[config.mk]
export PLATFORM = sky130hd
export DESIGN_NAME = bf16_mul_normalize
export DESIGN_NICKNAME = d
export VERILOG_FILES = /design/src/rtl/bf16_mul_normalize.sv
export SDC_FILE = /design/constraint.sdc
export NUM_CORES = 1
export LEC_CHECK = 0
export ABC_AREA = 1
export ABC_CLOCK_PERIOD_IN_PS = 4000
export BUFFER_PORTS_ARGS = -buffer_cell sky130_fd_sc_hd__buf_2
export CORE_MARGIN = 2
export CORE_UTILIZATION = 40
export DETAILED_ROUTE_END_ITERATION = 7
export PLACE_DENSITY = 0.6
export SLEW_MARGIN = 20
export SYNTH_ARGS = -nofsm -noshare
export SYNTH_HDL_FRONTEND = slang
export SYNTH_SLANG_ARGS = --single-unit
[constraint.sdc]
create_clock -name clk -period 4 [get_ports clk]
set_input_delay 0.8 -clock clk [delete_from_list [all_inputs] [get_ports clk]]
set_output_delay 0.8 -clock clk [all_outputs]
set_load 0.05 [all_outputs]
[src/rtl/bf16_mul_normalize.sv]
// bf16_mul_normalize: significand multiply, normalise, RNE round and
// saturate/flush stage behind the BFLOAT16 exponent adder.
// Operands are captured on the edge where in_valid is sampled; the exponent
// adder's result for those operands arrives one cycle later and is captured
// alongside the significand product in stage 1; stage 2 registers the result.
module bf16_mul_normalize (
    input  logic        clk,
    input  logic        clr,
    input  logic        in_valid,
    input  logic        sign_a,
    input  logic        sign_b,
    input  logic [6:0]  man_a,
    input  logic [6:0]  man_b,
    input  logic        zero_a,
    input  logic        zero_b,
    input  logic [7:0]  exp_in,
    input  logic        ovf_in,
    input  logic        unf_in,
    input  logic        status_clr,
    output logic        out_valid,
    output logic [15:0] product,
    output logic        ovf_out,
    output logic        unf_out,
    output logic        ovf_sticky,
    output logic        unf_sticky
);

    // [0] operands captured, [1] stage 1 (product + exponent), [2] result
    logic [2:0]  vld_pipe_q, vld_pipe_d;

    logic        op_sign_q, op_sign_d;
    logic        op_zero_q, op_zero_d;
    logic [6:0]  op_man_a_q, op_man_a_d;
    logic [6:0]  op_man_b_q, op_man_b_d;

    logic        s1_sign_q, s1_sign_d;
    logic        s1_zero_q, s1_zero_d;
    logic [15:0] s1_prod_q, s1_prod_d;
    logic [7:0]  s1_exp_q, s1_exp_d;
    logic        s1_ovf_q, s1_ovf_d;
    logic        s1_unf_q, s1_unf_d;

    logic [15:0] product_q, product_d;
    logic        ovf_out_q, ovf_out_d;
    logic        unf_out_q, unf_out_d;
    logic        ovf_sticky_q, ovf_sticky_d;
    logic        unf_sticky_q, unf_sticky_d;

    // normalise / round intermediates
    logic        prod_top;
    logic [6:0]  frac_raw;
    logic        rnd_guard;
    logic        rnd_sticky;
    logic        round_up;
    logic [7:0]  frac_sum;
    logic [1:0]  inc;
    logic [8:0]  e9;
    logic        exp_ovf;

    // Valid shift and operand capture; operand regs only move on a real operand
    always_comb begin
        vld_pipe_d = {vld_pipe_q[1:0], in_valid};
        op_sign_d  = op_sign_q;
        op_zero_d  = op_zero_q;
        op_man_a_d = op_man_a_q;
        op_man_b_d = op_man_b_q;
        if (in_valid) begin
            op_sign_d  = sign_a ^ sign_b;
            op_zero_d  = zero_a | zero_b;
            op_man_a_d = man_a;
            op_man_b_d = man_b;
        end
    end

    // Stage 1: significand product plus the exponent adder's matching result
    always_comb begin
        s1_sign_d = s1_sign_q;
        s1_zero_d = s1_zero_q;
        s1_prod_d = s1_prod_q;
        s1_exp_d  = s1_exp_q;
        s1_ovf_d  = s1_ovf_q;
        s1_unf_d  = s1_unf_q;
        if (vld_pipe_q[0]) begin
            s1_sign_d = op_sign_q;
            s1_zero_d = op_zero_q;
            s1_prod_d = {1'b1, op_man_a_q} * {1'b1, op_man_b_q};
            s1_exp_d  = exp_in;
            s1_ovf_d  = ovf_in;
            s1_unf_d  = unf_in;
        end
    end

    // Normalise to 1.xxxxxxx and round to nearest-even
    always_comb begin
        prod_top = s1_prod_q[15];
        if (prod_top) begin
            frac_raw   = s1_prod_q[14:8];
            rnd_guard  = s1_prod_q[7];
            rnd_sticky = |s1_prod_q[6:0];
        end else begin
            frac_raw   = s1_prod_q[13:7];
            rnd_guard  = s1_prod_q[6];
            rnd_sticky = |s1_prod_q[5:0];
        end
        round_up = rnd_guard & (rnd_sticky | frac_raw[0]);
        // carry out of the fraction bumps the exponent; the product bound
        // keeps this from coinciding with the normalise shift
        frac_sum = {1'b0, frac_raw} + {7'b0, round_up};
        inc      = {1'b0, prod_top} + {1'b0, frac_sum[7]};
        e9       = {1'b0, s1_exp_q} + {7'b0, inc};
        exp_ovf  = (e9 >= 9'h0FF);
    end

    // Stage 2: exception priority, result hold on bubbles, sticky flags
    always_comb begin
        product_d = product_q;
        ovf_out_d = ovf_out_q;
        unf_out_d = unf_out_q;
        if (vld_pipe_q[1]) begin
            ovf_out_d = 1'b0;
            unf_out_d = 1'b0;
            if (s1_zero_q) begin
                product_d = {s1_sign_q, 15'b0};
            end else if (s1_unf_q) begin
                product_d = {s1_sign_q, 15'b0};
                unf_out_d = 1'b1;
            end else if (s1_ovf_q || exp_ovf) begin
                product_d = {s1_sign_q, 8'hFE, 7'h7F};
                ovf_out_d = 1'b1;
            end else begin
                product_d = {s1_sign_q, e9[7:0], frac_sum[6:0]};
            end
        end
        // a new event on this edge beats a clear on the same edge
        ovf_sticky_d = (ovf_sticky_q & ~status_clr) | (vld_pipe_q[1] & ovf_out_d);
        unf_sticky_d = (unf_sticky_q & ~status_clr) | (vld_pipe_q[1] & unf_out_d);
    end

    // All pipeline and status state, cleared asynchronously
    always_ff @(posedge clk or posedge clr) begin
        if (clr) begin
            vld_pipe_q   <= '0;
            op_sign_q    <= 1'b0;
            op_zero_q    <= 1'b0;
            op_man_a_q   <= '0;
            op_man_b_q   <= '0;
            s1_sign_q    <= 1'b0;
            s1_zero_q    <= 1'b0;
            s1_prod_q    <= '0;
            s1_exp_q     <= '0;
            s1_ovf_q     <= 1'b0;
            s1_unf_q     <= 1'b0;
            product_q    <= '0;
            ovf_out_q    <= 1'b0;
            unf_out_q    <= 1'b0;
            ovf_sticky_q <= 1'b0;
            unf_sticky_q <= 1'b0;
        end else begin
            vld_pipe_q   <= vld_pipe_d;
            op_sign_q    <= op_sign_d;
            op_zero_q    <= op_zero_d;
            op_man_a_q   <= op_man_a_d;
            op_man_b_q   <= op_man_b_d;
            s1_sign_q    <= s1_sign_d;
            s1_zero_q    <= s1_zero_d;
            s1_prod_q    <= s1_prod_d;
            s1_exp_q     <= s1_exp_d;
            s1_ovf_q     <= s1_ovf_d;
            s1_unf_q     <= s1_unf_d;
            product_q    <= product_d;
            ovf_out_q    <= ovf_out_d;
            unf_out_q    <= unf_out_d;
            ovf_sticky_q <= ovf_sticky_d;
            unf_sticky_q <= unf_sticky_d;
        end
    end

    assign out_valid  = vld_pipe_q[2];
    assign product    = product_q;
    assign ovf_out    = ovf_out_q;
    assign unf_out    = unf_out_q;
    assign ovf_sticky = ovf_sticky_q;
    assign unf_sticky = unf_sticky_q;

endmodule

# Yosys cells after proc, flatten, opt, wreduce, memory -nomap -nowiden
# Index checks and enable logic that the tools add are counted.
# totals
out_inout_bits	21
regBits	67
input_bits	32
wordCells	48
# op_classes
bitwise_logic	11
multipliers	1
mux	13
magnitude_cmp	1
n_reduce_logical	3
add_sub_neg	3
# ops
cell	count
$mux 15	3
$mul 8x8->16	1
$add 8x2->9	1
$ge 9x8->1 const B	1
$mux 1	9
$add 7x1->8	1
$mux 7	1
$reduce_or 7->1	1
$reduce_or 6->1	1
$and 1x1->1	5
$or 1x1->1	4
$add 1x1->2	1
$logic_or 1x1->1	1
$not 1->1	1
$xor 1x1->1	1

# Longest topological paths before layout
# logic_depth
ltp_word	15
ltp_mapped	21
mapped_depth_nobuf	19

# Worst setup path after synthesis
# Ideal clock, no wire load.
# synth_timing
path_kind	flip-flop to flip-flop
start	register op_man_b_q[4]
end	register s1_prod_q[12]
setup_slack_ns	0.044
t_required_ns	3.866
arrival_time_ns	3.822
setup_ns	0.134
path_stages_with_launch	20
cell_sequence	dfrtp_1 -> clkbuf_1 -> nand2_1 -> inv_1 -> fa_1 -> inv_1 -> fa_1 -> inv_1 -> fa_1 -> inv_1 -> fa_1 -> inv_1 -> ha_1 -> nand2_1 -> o21ai_0 -> nand2_1 -> nand3_1 -> nand2_1 -> nand3_1 -> o21ai_0
# synth_via
elab_chain_cells	1
# synth_rtl
item	line	source
from (decl)	34	logic [6:0] op_man_b_q, op_man_b_d;
from (signal assigned)	163	op_man_b_q <= op_man_b_d;
$mul 8x8->16	86	s1_prod_d = {1'b1, op_man_a_q} * {1'b1, op_man_b_q};
to (signal assigned)	166	s1_prod_q <= s1_prod_d;
to (decl)	38	logic [15:0] s1_prod_q, s1_prod_d;
# No other way between the ends.
# A chain may end at the register's enable or synchronous reset.

# Worst setup path after layout
# layout_timing
start	register op_man_b_q[2]
end	register s1_prod_q[14]
# Same word-level chain as after synthesis.

==> results.ini <==
[yosys]
syn-instance-count = 682
synth_top_cell_by_area = dfrtp_1
synthXorXnorAreaFrac_pct = 1.01
ys_ff_latch = 67
syn_nets = 788
netlist.area_leader.share_pct = 32.1
yosysWarningCount = 0
synth_adder_area_share_pct = 23.0
synth.cell_area_um2 = 5220
ys_seq_area_share_pct = 32.1
synth-simple-area-share_pct = 22.9
synth_cell_types = 34
synth_top_family_by_area = adder cells
synth_edf_count = 0
yosys-top-cells-count = nand2_1 (196), inv_1 (147), dfrtp_1 (67)
synthFlopType = dfrtp_1
netlist_top_cells_area = dfrtp_1 (32%), fa_1 (14%), nand2_1 (14%)
synth-compound-area-share_pct = 7.91
async_flop_share_pct = 100
post-synth-top-count-cell = nand2_1
syn_avg_cell_area_um2 = 7.66
synth_mux_area_share_pct = 0

[route]
first_iter_violations = 195
routed_via_density = 4.61
postRouteAntennaNets = 0
drtPass1Iterations = 5
wl_per_cell_um = 12.3
vias = 4286
drc_errors = 0
wirelength_um = 11400

[setup_path]
r2r-end = s1_prod_q[14]$_DFFE_PP0P_
r2r.worst_path.cells = 15
path_class = reg -> reg
worstPathArrival_ns = 4.09
r2r_start = op_man_b_q[2]$_DFFE_PP0P_
crit_fanout = 5
crit_path_start = op_man_b_q[2]$_DFFE_PP0P_
required_ns = 4.22
reg2reg_slack_ns = 0.13
cp-end-kind = flop
startpoint_type = flop

[clock_network]
htreeDepth = 3
cts.sinks = 67
cts_buffer_depth = 2
path_clk_slew_ns = 0.06
cts_buffers = 9
cts_tree = yes
worstSkewPairLatency_ns = 0.33
cts-root-buf = clkbuf_16

[timing]
finalSetupViolCount = 0
fmax_ghz = 0.258
tns_ns = 0
rsz0062_at_grt = yes
period_share_pct = 96.7
hold_viol_final = 0
skew_ns = 0.00944
period_minus_slack_ns = 3.87
maxSlewViolCount = 0
worstMarginPinSlew_ns = 0.938
slew_headroom_pct = 37.5

[die]
fp-row-count = 41
core_area_um2 = 12700
dieHeight_um = 118
die_w_um = 118
dieArea_um2 = 14000
pin_count = 53
start_util_pct = 41.2

[placed_design]
port_buffers = 52
place.gp.congestion = 0.880
hpwl_um = 9040

[layout]
fillerInstances = 1266
diodes = 0
finalNetCount = 858
layout-drive-gt1-share_pct = 21.4
area_delta_synth_final_pct = 21.5

[power_and_ir_drop]
seqPwrFrac_pct = 23.2
powerDensity_nw_per_um2 = 632
share_comb_of_total_power_pct = 56.3
swShare_pct = 44.2
p_clk_share_pct = 20.5
p_int_mw = 2.24
totalPowerFinal_mw = 4.01
ir_worst_vdd_mv = 0.241
p_leak_nw = 3.58
switchingPower_mw = 1.77

[run]
max-cap-violations = 0

[global_route]
first_global_vias = 4385
overflow = 0
grt_max_degree = 48
grt_pass1_wl_um = 20200
antenna_found_initial = 0
grt_usage_pct = 17.5

[outcome]
outcome = finished clean

[min_path]
hold_class = reg -> reg
min-delay-start = product[15]$_DFFE_PP0P_
holdPathStages = 2
holdPathEnd = product[15]$_DFFE_PP0P_

cell families (layout without fill, tap and decap cells):
family                   count (synthesis)  after routing
adder cells (fa/ha/maj)                 74             74
buffers and inverters                  177            252
flip-flops                              67             67
XOR/XNOR                                 6              6
AND/OR/NAND/NOR                        281            281
AO/OA/AOI/OAI                           77             77
final cells by class:
cell class | count | area, um2 | share of cell area, %
repair buffers | 84 | 524 | 8.26
multi-input cells | 438 | 3040 | 47.9
clock inverters | 5 | 60.1 | 0.946
clock buffers | 11 | 253 | 3.98
inverters | 152 | 572 | 9.01
well taps | 172 | 215 | 3.39
flip-flops and latches | 67 | 1680 | 26.5
what timing repair did:
action,in CTS,in global routing
pin swaps,0,24
setup buffers,0,5
resized for setup,7,47
hold buffers,0,0
setup endpoints to repair,8,9
power by group through the flow:
stage          Sequential, mW  Clock [mW]  Combinational [mW]
2_1_floorplan            1.06           0                1.24
3_3_place_gp            0.940           0                1.83
3_5_place_dp            0.945           0                1.83
4_1_cts                 0.933       0.846                1.87
5_1_grt                 0.955       0.878                2.56
6_report                0.933       0.822                2.26
state kept, by name, indices dropped and copies added, names as in the netlist:
name        cells
ovf_out         1
s1_zero_q       1
unf_sticky      1
s1_sign_q       1
unf_out         1
s1_ovf_q        1
op_zero_q       1
op_man_b_q      7
s1_prod_q      16
product        16
s1_unf_q        1
vld_pipe_q      3
s1_exp_q        8
op_sign_q       1
ovf_sticky      1
op_man_a_q      7
cell usage in the layout, fill, tap and decap left out, types with 2 or more instances in the layout:
cell and count:
nand2_1 190, inv_1 144, dfrtp_1 62, buf_2 52, o21ai_0 36, fa_1 35
ha_1 32, buf_4 28, nor2_1 26, nand3_1 21, nand2_2 16, nand4_1 11
o21ai_1 10, clkbuf_16 9, a21oi_1 8, inv_2 7, a21oi_2 5, dfrtp_2 5
xor2_1 4, nand3_2 4, ha_4 4, nand2_4 3, o21ai_2 3, nor2_4 3
nor2_2 3, a22oi_1 3, buf_6 3, clkinv_2 2, o22ai_1 2, a21oi_4 2
xnor2_1 2, fa_2 2, clkbuf_8 2
worst max path at each step:
stage / cells after the start / slack (ns) / end
finish: 15 / 0.13 / s1_prod_q[14]$_DFFE_PP0P_
global route: 18 / -0.03 / s1_prod_q[12]$_DFFE_PP0P_
CTS: 17 / 0.002 / s1_prod_q[14]$_DFFE_PP0P_
detailed placement: 17 / -0.09 / s1_prod_q[15]$_DFFE_PP0P_
global placement: 15 / -0.05 / s1_prod_q[9]$_DFFE_PP0P_
floorplan: 19 / 0.04 / s1_prod_q[12]$_DFFE_PP0P_
worst max-delay path, cell delays in order, from the launching register on:
cell and delay [ns]:
dfrtp_2 0.44, buf_4 0.15, fa_1 0.50, fa_1 0.52, fa_1 0.54, inv_1 0.05, fa_1 0.52, inv_1 0.06
ha_4 0.30, nand2_2 0.11, o21ai_2 0.17, nand2_1 0.11, nand3_1 0.09, nand2_1 0.06, nand3_2 0.06, nand2_1 0.07
per-stage QoR:
stage | setup slack [ns] | std cells | utilization, % | hold slack (ns) | area (um2)
after floorplan | 0.0440 | 682 | - | 0.352 | 5220
after global placement | -0.0497 | 908 | 45.7 | 0.460 | 5790
after detailed placement | -0.0920 | 908 | 45.7 | 0.466 | 5790
after CTS | 0.00213 | 924 | 48.3 | 0.483 | 6120
after global routing | -0.0309 | 929 | 50.1 | 0.503 | 6350
final | 0.131 | 929 | 50.1 | 0.479 | 6350
routing by layer:
metal  track usage [%]  vias to the layer above  part of all wire [%]
met3              3.43                       16                   3.7
met2              31.1                       87                    49
met5                 0                        -                     0
li1                  -                     2204                     -
met1              21.8                     1979                    45
met4              4.44                        0                   1.4
No activity file was read; power rests on OpenSTA's default activity.
